<file path="config.mk">
export PLATFORM = sky130hd
export DESIGN_NAME = lcd_bus_receiver_flat
export DESIGN_NICKNAME = d
export VERILOG_FILES = /design/src/rtl/lcd_bus_if.sv /design/src/rtl/lcd_bus_receiver.sv /design/src/flat_wrapper.sv
export SDC_FILE = /design/constraint.sdc
export NUM_CORES = 1
export LEC_CHECK = 0
export ABC_AREA = 0
export CELL_PAD_IN_SITES_DETAIL_PLACEMENT = 1
export CELL_PAD_IN_SITES_GLOBAL_PLACEMENT = 2
export CORE_MARGIN = 8
export CORE_UTILIZATION = 30
export DETAILED_ROUTE_END_ITERATION = 16
export GPL_TIMING_DRIVEN = 0
export PLACE_DENSITY_LB_ADDON = 0.3
export SLEW_MARGIN = 0
export SYNTH_ARGS = -nofsm -noshare
export SYNTH_HDL_FRONTEND = slang
export SYNTH_SLANG_ARGS = --single-unit
</file>
<file path="constraint.sdc">
create_clock -name fpga_clk_i -period 2.3 [get_ports fpga_clk_i]
set_input_delay 0.46 -clock fpga_clk_i [delete_from_list [all_inputs] [get_ports fpga_clk_i]]
set_output_delay 0.46 -clock fpga_clk_i [all_outputs]
set_load 0.02 [all_outputs]
</file>
<file path="src/rtl/lcd_bus_if.sv">
// LCD parallel bus between the page-display controller (master) and a display (slave).
`default_nettype none

interface lcd_bus_if;
  logic [7:0] lcd_data;
  logic       lcd_reset;   // RS: 0 = instruction, 1 = character data
  logic       lcd_enable;  // E strobe, falling edge captures the transfer

  modport master (output lcd_data, output lcd_reset, output lcd_enable);
  modport slave  (input  lcd_data, input  lcd_reset, input  lcd_enable);
endinterface

`default_nettype wire

</file>
<file path="src/rtl/lcd_bus_receiver.sv">
// HD44780-style receiver: decodes LCD bus writes into a LINES x COLS character buffer
// with cursor, clear sweep and sticky error flags; buffer is readable on a side port.
`default_nettype none

module lcd_bus_receiver #(
  parameter int         COLS       = 16,
  parameter int         LINES      = 2,
  parameter logic [7:0] BLANK_CHAR = 8'h20
) (
  input  wire logic                              fpga_clk_i,
  input  wire logic                              fpga_reset_n_i,
  lcd_bus_if.slave                               lcd,
  input  wire logic [$clog2(LINES*COLS)-1:0]     rd_addr_i,
  output logic      [7:0]                        rd_data_o,
  output logic      [$clog2(LINES*COLS)-1:0]     cursor_o,
  output logic                                   busy_o,
  output logic                                   valid_o,
  output logic                                   overrun_o,
  output logic                                   bad_cmd_o
);

  localparam int COL_W  = $clog2(COLS);
  localparam int DEPTH  = LINES * COLS;
  localparam int ADDR_W = $clog2(DEPTH);

  typedef enum logic [0:0] {
    S_IDLE  = 1'b0,
    S_CLEAR = 1'b1
  } state_t;

  state_t              state;
  logic [ADDR_W-1:0]   clr_cnt;
  logic                en_q;
  logic [7:0]          mem [DEPTH];

  logic                fall;
  logic                we;
  logic [ADDR_W-1:0]   waddr;
  logic [7:0]          wdata;
  logic [6:0]          ddram_a;
  logic                ddram_ok;
  logic [ADDR_W-1:0]   ddram_cursor;

  // DDRAM line 0 starts at 0x00, line 1 at 0x40; only the first COLS of each are backed.
  assign ddram_a      = lcd.lcd_data[6:0];
  assign ddram_ok     = ({1'b0, ddram_a[5:0]} < 7'(COLS));
  assign ddram_cursor = {ddram_a[6], ddram_a[COL_W-1:0]};

  always_comb begin
    fall  = en_q & ~lcd.lcd_enable;
    we    = 1'b0;
    waddr = cursor_o;
    wdata = lcd.lcd_data;
    if (state == S_CLEAR) begin
      we    = 1'b1;
      waddr = clr_cnt;
      wdata = BLANK_CHAR;
    end else if (fall && lcd.lcd_reset) begin
      we    = 1'b1;
    end
  end

  always_ff @(posedge fpga_clk_i) begin
    if (we) begin
      mem[waddr] <= wdata;
    end
  end

  always_ff @(posedge fpga_clk_i or negedge fpga_reset_n_i) begin
    if (!fpga_reset_n_i) begin
      state     <= S_CLEAR;
      clr_cnt   <= '0;
      cursor_o  <= '0;
      busy_o    <= 1'b1;
      valid_o   <= 1'b0;
      overrun_o <= 1'b0;
      bad_cmd_o <= 1'b0;
      rd_data_o <= 8'h00;
      en_q      <= 1'b0;
    end else begin
      en_q      <= lcd.lcd_enable;
      valid_o   <= 1'b0;
      rd_data_o <= mem[rd_addr_i];
      case (state)
        S_CLEAR: begin
          clr_cnt <= clr_cnt + ADDR_W'(1);
          if (fall) begin
            overrun_o <= 1'b1;
          end
          if (clr_cnt == ADDR_W'(DEPTH - 1)) begin
            state    <= S_IDLE;
            cursor_o <= '0;
            busy_o   <= 1'b0;
            valid_o  <= 1'b1;
          end
        end
        default: begin
          if (fall) begin
            if (lcd.lcd_reset) begin
              // Natural wrap of {line, col} gives line 0 -> line 1 -> line 0.
              cursor_o <= cursor_o + ADDR_W'(1);
              valid_o  <= 1'b1;
            end else begin
              case (lcd.lcd_data)
                8'h01: begin
                  state   <= S_CLEAR;
                  clr_cnt <= '0;
                  busy_o  <= 1'b1;
                end
                8'h02, 8'h03: begin
                  cursor_o <= '0;
                  valid_o  <= 1'b1;
                end
                8'h38, 8'h0C, 8'h06: begin
                  valid_o <= 1'b1;
                end
                default: begin
                  if (lcd.lcd_data[7] && ddram_ok) begin
                    cursor_o <= ddram_cursor;
                    valid_o  <= 1'b1;
                  end else begin
                    bad_cmd_o <= 1'b1;
                  end
                end
              endcase
            end
          end
        end
      endcase
    end
  end

endmodule

`default_nettype wire

</file>
<file path="src/flat_wrapper.sv">
// flat-port wrapper written by rule: the top's interface ports become plain ports
module lcd_bus_receiver_flat 
#(
  parameter int         COLS       = 16,
  parameter int         LINES      = 2,
  parameter logic [7:0] BLANK_CHAR = 8'h20
)
  (fpga_clk_i, fpga_reset_n_i, rd_addr_i, rd_data_o, cursor_o, busy_o, valid_o, overrun_o, bad_cmd_o, lcd_lcd_data, lcd_lcd_reset, lcd_lcd_enable);
  lcd_bus_if lcd_i ();
  input  wire logic fpga_clk_i;
  input  wire logic fpga_reset_n_i;
  input  wire logic [$clog2(LINES*COLS)-1:0] rd_addr_i;
  output logic      [7:0] rd_data_o;
  output logic      [$clog2(LINES*COLS)-1:0] cursor_o;
  output logic busy_o;
  output logic valid_o;
  output logic overrun_o;
  output logic bad_cmd_o;
  input wire logic [$bits(lcd_i.lcd_data)-1:0] lcd_lcd_data;
  input wire logic [$bits(lcd_i.lcd_reset)-1:0] lcd_lcd_reset;
  input wire logic [$bits(lcd_i.lcd_enable)-1:0] lcd_lcd_enable;
  assign lcd_i.lcd_data = lcd_lcd_data;
  assign lcd_i.lcd_reset = lcd_lcd_reset;
  assign lcd_i.lcd_enable = lcd_lcd_enable;
  lcd_bus_receiver #(.COLS(COLS), .LINES(LINES), .BLANK_CHAR(BLANK_CHAR)) u_core (.fpga_clk_i(fpga_clk_i), .fpga_reset_n_i(fpga_reset_n_i), .lcd(lcd_i), .rd_addr_i(rd_addr_i), .rd_data_o(rd_data_o), .cursor_o(cursor_o), .busy_o(busy_o), .valid_o(valid_o), .overrun_o(overrun_o), .bad_cmd_o(bad_cmd_o));
endmodule
</file>
==> Word-level counts from Yosys, hierarchy flattened <==
Memory sizes are Yosys's and may differ from the RTL's. A register that Yosys moved wholly into a read port is not among the register bits.
Cells that the tools add are included.
{ "classes": {"bitwise_logic": 6, "muxes": 32, "n_eq_ne": 10, "addsub": 2, "n_lt_le_gt_ge": 1, "reduce_logical": 15} }
{ "op_table": {"columns": ["cell", "count"], "rows": [
  ["2-to-1 mux 5 bit", 10],
  ["2-to-1 mux 1 bit", 19],
  ["equality test 8 x 2 -> 1 bit, second input constant", 2],
  ["adder 5 x 1 -> 5 bit, second input constant", 2],
  ["one-hot mux 5 bit (2 select lines)", 1],
  ["equality test 8 x 1 -> 1 bit, second input constant", 1],
  ["equality test 8 x 3 -> 1 bit, second input constant", 1],
  ["equality test 8 x 4 -> 1 bit, second input constant", 1],
  ["equality test 8 x 6 -> 1 bit, second input constant", 1],
  ["2-to-1 mux 8 bit", 1],
  ["AND reduction 4 bit", 2],
  ["less-than comparator 6 x 5 -> 1 bit, second input constant", 1],
  ["OR reduction 6 bit", 1],
  ["equality test 5 bit, second input constant", 1],
  ["NOT 1 bit", 5],
  ["AND reduction 5 bit", 1],
  ["OR reduction 5 bit", 1],
  ["nonzero test 2 bit", 2],
  ["nonzero test 4 bit", 1],
  ["OR reduction 4 bit", 1],
  ["!= test 3 x 1 -> 1 bit, second input constant", 1],
  ["AND reduction 3 bit", 1],
  ["logical AND 1 bit", 2],
  ["!= test 2 x 1 -> 1 bit, second input constant", 1],
  ["other kinds (6)", 6]
]} }
{ "word_totals": {"mem_bits_rw": 256, "in_bits": 17, "ff_bits": 16, "word_cells": 75, "memories": 1, "out_inout_bits": 17} }
{ "memory_table": {"columns": ["memory", "depth", "word_bits", "rd", "rd_clocked_by_memory_dff", "write_ports", "line", "source"], "rows": [
  ["u_core.mem", 32, 8, 1, 1, 1, "lcd_bus_receiver.sv:34", "logic [7:0] mem [DEPTH];"]
]} }

==> Logic depth before layout (Yosys ltp) <==
{ "depth": {"word_depth": 7, "depth_mapped": 8, "depth_no_buf": 7} }

==> Worst setup path after synthesis <==
Ideal clock, no wire load.
{ "synth_path": {"kind": "reg2reg", "from": "reg u_core.state", "to": "mem u_core.mem[13][0] (enable)", "slack_ps": -35, "path_buffers": 3, "setup_time_ps": 370, "required_time_ps": 1930, "period_less_slack_ps": 2335, "arrival_time_ps": 1965, "path_stages_with_launch": 7, "cell_sequence": "dfstp_2 -> clkbuf_1 -> buf_2 -> buf_2 -> mux2i_1 -> nand2_1 -> nor2_1"} }
{ "synth_via": {"elab_chain_cells": 3, "elab_cells_between_ends": 4, "classes_between": "mux: 4"} }
{ "synth_lines": {"columns": ["item", "line", "source"], "rows": [
  ["from (decl)", "lcd_bus_receiver.sv:31", "state_t state;"],
  ["from (signal assigned)", "lcd_bus_receiver.sv:71", "state <= S_CLEAR;"],
  ["from (signal assigned)", "lcd_bus_receiver.sv:91", "state <= S_IDLE;"],
  ["from (signal assigned)", "lcd_bus_receiver.sv:106", "state <= S_CLEAR;"],
  ["2-to-1 mux 1 bit", "lcd_bus_receiver.sv:54", "if (state == S_CLEAR) begin"],
  ["2-to-1 mux 1 bit", "lcd_bus_receiver.sv:64", "if (we) begin"],
  ["2-to-1 mux 1 bit (implied by the code)", "lcd_bus_receiver.sv:65", "mem[waddr] <= wdata;"],
  ["to (decl)", "lcd_bus_receiver.sv:34", null]
]} }
Parallel ways exist; a longest one is shown, timed or not.

==> Final worst setup path <==
{ "layout_path": {"from": "reg u_core.state", "to": "mem u_core.mem[13][2] (enable)"} }
The elaborated chain is that of the path after synthesis.

==> flow_summary_export.csv <==
group,metric,value,unit
run_status,outcome,"completed",
synthesis,syn_nets,651,
drt,ant_nets,0,
synthesis,synth_warnings,0,
timing,finalCriticalPeriod,2240,ps
timing,post-route-period-util,0.975,
synthesis,synth_seq_cells,280,
critical_path,crit_end,"u_core.mem[13][2]",
grt,grt_overflow,0,
synthesis,netlist_instances,631,
timing,slew_viol_final,0,
place,portBuffers,31,
cells_and_area,diodes,0,
synthesis,synth.most_common_cell,"edfxtp_1",
die,die-area,44100,um2
timing,tightest_slew,969,ps
cts,cts_root_buffer,"clkbuf_16",
critical_path,crit_fanout,10,
critical_path,path_cells,"buf_6 -> mux2_2 -> nor2_4 -> nand2_4 -> nor2_4 -> buf_4",
drt,wire_per_inst,22.6,um
synthesis,async_reset_ff_frac,0.0857,
synthesis,yosysTopAreaCell,"edfxtp_1",
critical_path,critPathArrivalTime,2490,ps
cells_and_area,layout-drive-gt1-share,0.243,
synthesis,yosysSeqAreaShare,0.734,
cts,clock_path_buffers,3,
cts,clk_latency,550,ps
grt,grt_pass1_vias,6637,
place,hpwl,18900,um
critical_path,rr_endpoint,"u_core.mem[13][2]",
critical_path,crit_buf_inv,2,
timing,rsz0062_at_grt,"true",
cts,cts_tree,"yes",
critical_path,reg2reg_depth,6,
synthesis,synth.top_cells.by_count,"edfxtp_1 (256), mux2i_1 (68), nor2_1 (40)",
critical_path,required,2550,ps
timing,tns,0,ps
synthesis,synth_edf_count,256,
synthesis,syn_avg_cell_area,17.9,um2
synthesis,syn_area,11300,um2
drt,via_count,5994,
synthesis,synth.distinct_cells,56,
cts,cts.clk_slew.worst_paths,60,ps
critical_path,slowest_stage,"dfstp_2",
synthesis,synthTopCellsByArea,"edfxtp_1 (68%), mux2i_1 (6.0%), dfrtp_1 (4.9%), mux4_2 (3.6%), mux4_1 (3.3%)",
die,die_h,210,um
critical_path,start_kind,"register",
critical_path,critPathKind,"register to register",
cts,clock_sinks,280,
place,gp_congestion,0.789,
die,placementRows,71,
drt,route.detailed.drc,0,
drt,drtIter0Drc,334,
pwr,powerDensity,814,nW/um2
drt,first_pass_iters,6,
cells_and_area,fin_area,14200,um2
critical_path,r2r-start,"u_core.state",
drt,vias_per_cell,4.77,
grt,grt_pass1_wl,42700,um
timing,finalHoldViolations,0,
die,ios,34,
drt,drt_wl_total,28300,um
cts,htreeDepth,1,
grt,antenna_found_initial,0,
critical_path,r2r_slack,60,ps
worst_hold_path,hold_path_class,"register to register",
critical_path,crit_cells,6,
flow_run,maxCapViolations,0,
cells_and_area,fillers,3698,
pwr,peakVddDrop,0.507,mV
cts,cts_buffers,31,
synthesis,synth_ff_type,"edfxtp_1",
timing,fin_skew,10.4,ps
die,start_util,0.302,
grt,track_usage,0.128,
critical_path,cp_slowest_stage_delay,630,ps
timing,fmax,0.446,GHz
timing,relSlewSlack,0.352,
grt,grt_max_degree,34,
critical_path,startpoint,"u_core.state",
cells_and_area,synthToLayoutAreaGrowth,25.3,%
place,placed_area,12400,um2
critical_path,critPathCaptureType,"register",
timing,finalSetupViolCount,0,
critical_path,crit_family,"flip-flops",
die,chipWidth,210,um
synthesis,synth_top_area_share,0.681,
cells_and_area,final_net_count,743,
die,coreArea,37400,um2
pwr,power.leakage,4.71,nW
critical_path,crit_top_cell,"nor2_4",
==> cells in the final DEF, fill, tap and decap left out, types with 4 or more instances in the layout <==
cell,Yosys,final
a21oi_1,4,4
a221oi_1,6,6
a22o_1,10,10
a22oi_1,32,32
buf_12,1,20
buf_2,13,12
buf_4,0,6
buf_6,3,5
clkbuf_1,11,13
clkbuf_16,0,31
clkbuf_8,0,4
clkdlybuf4s50_1,0,30
clkinv_1,0,4
clkinv_2,0,7
dfrtp_1,22,22
edfxtp_1,256,256
inv_1,4,4
mux2i_1,68,64
mux4_1,14,14
mux4_2,18,18
nand2_1,23,14
nand2_2,0,4
nand3_1,32,30
nor2_1,40,5
nor2_4,0,35
nor2b_2,1,4
nor3b_1,5,5
==> power by group <==
group          switching (mW)  internal (mW)  total, mW
Sequential             0.0723           5.65       5.72
Clock                    1.94           2.71       4.64
Combinational           0.717          0.438       1.16
==> state kept, by name, indices dropped and copies added, names as in the netlist <==
signal and count:
u_core.mem 256, u_core.rd_data_o 8, u_core.clr_cnt 5, u_core.cursor_o 5, u_core.bad_cmd_o 1, u_core.busy_o 1
u_core.en_q 1, u_core.overrun_o 1, u_core.state 1, u_core.valid_o 1
==> stage by stage <==
step	util	instances	hold WS, ps	power, mW	worst slack (ps)
2_1_floorplan	-	631	164	6.32	-35.3
3_3_place_gp	0.327	1173	451	6.71	-1480
3_5_place_dp	0.330	1176	448	6.76	-1170
4_1_cts	0.376	1253	458	11.6	-9.35
5_1_grt	0.378	1257	473	11.9	-35.6
6_report	0.378	1257	457	11.5	58.4
==> logic make-up after synthesis <==
kind of cell             synth area share
flip-flops                          0.734
multiplexers                        0.133
AND/OR/NAND/NOR                    0.0597
AO/OA/AOI/OAI                      0.0532
adder cells (fa/ha/maj)           0.00332
buffers and inverters              0.0162
XOR/XNOR                         0.000776
==> layout make-up <==
cell class | instances | area, um2 | share of cell area
plain buffers | 29 | 179 | 0.0126
clock buffers | 40 | 850 | 0.0600
clock inverters | 16 | 116 | 0.00822
inverters | 4 | 15.0 | 0.00106
multi-input cells | 317 | 3250 | 0.230
flip-flops and latches | 280 | 8290 | 0.586
well taps | 511 | 639 | 0.0452
repair buffers | 60 | 811 | 0.0573
==> worst reg2reg max path, stage by stage (launching register included) <==
cell and delay (ps):
dfstp_2 630, buf_6 200, mux2_2 430, nor2_4 210, nand2_4 140, nor2_4 140, buf_4 190
==> how the worst min path moves through the flow <==
stage,startpoint,to,slack (ps),cells past startpoint
3_5_place_dp,u_core.overrun_o,u_core.overrun_o,450,1
5_1_grt,lcd_lcd_enable,u_core.en_q,470,1
4_1_cts,lcd_lcd_enable,u_core.en_q,460,1
2_1_floorplan,fpga_reset_n_i,u_core.bad_cmd_o,160,0
3_3_place_gp,u_core.overrun_o,u_core.overrun_o,450,1
6_report,u_core.overrun_o,u_core.overrun_o,460,1
==> what timing repair did <==
action	CTS	global route
pin swaps	25	8
hold buffers	0	1
endpoints found under the hold margin	0	22
endpoints found under the setup margin	450	197
buffers inserted	22	3
gates resized for setup	93	10
==> layer usage <==
metal,wire [um],global-route usage
met4,515,0.0311
met1,12400,0.167
met2,14300,0.222
met3,1130,0.0178
met5,0,0
Power figures use the tool's default switching activity.
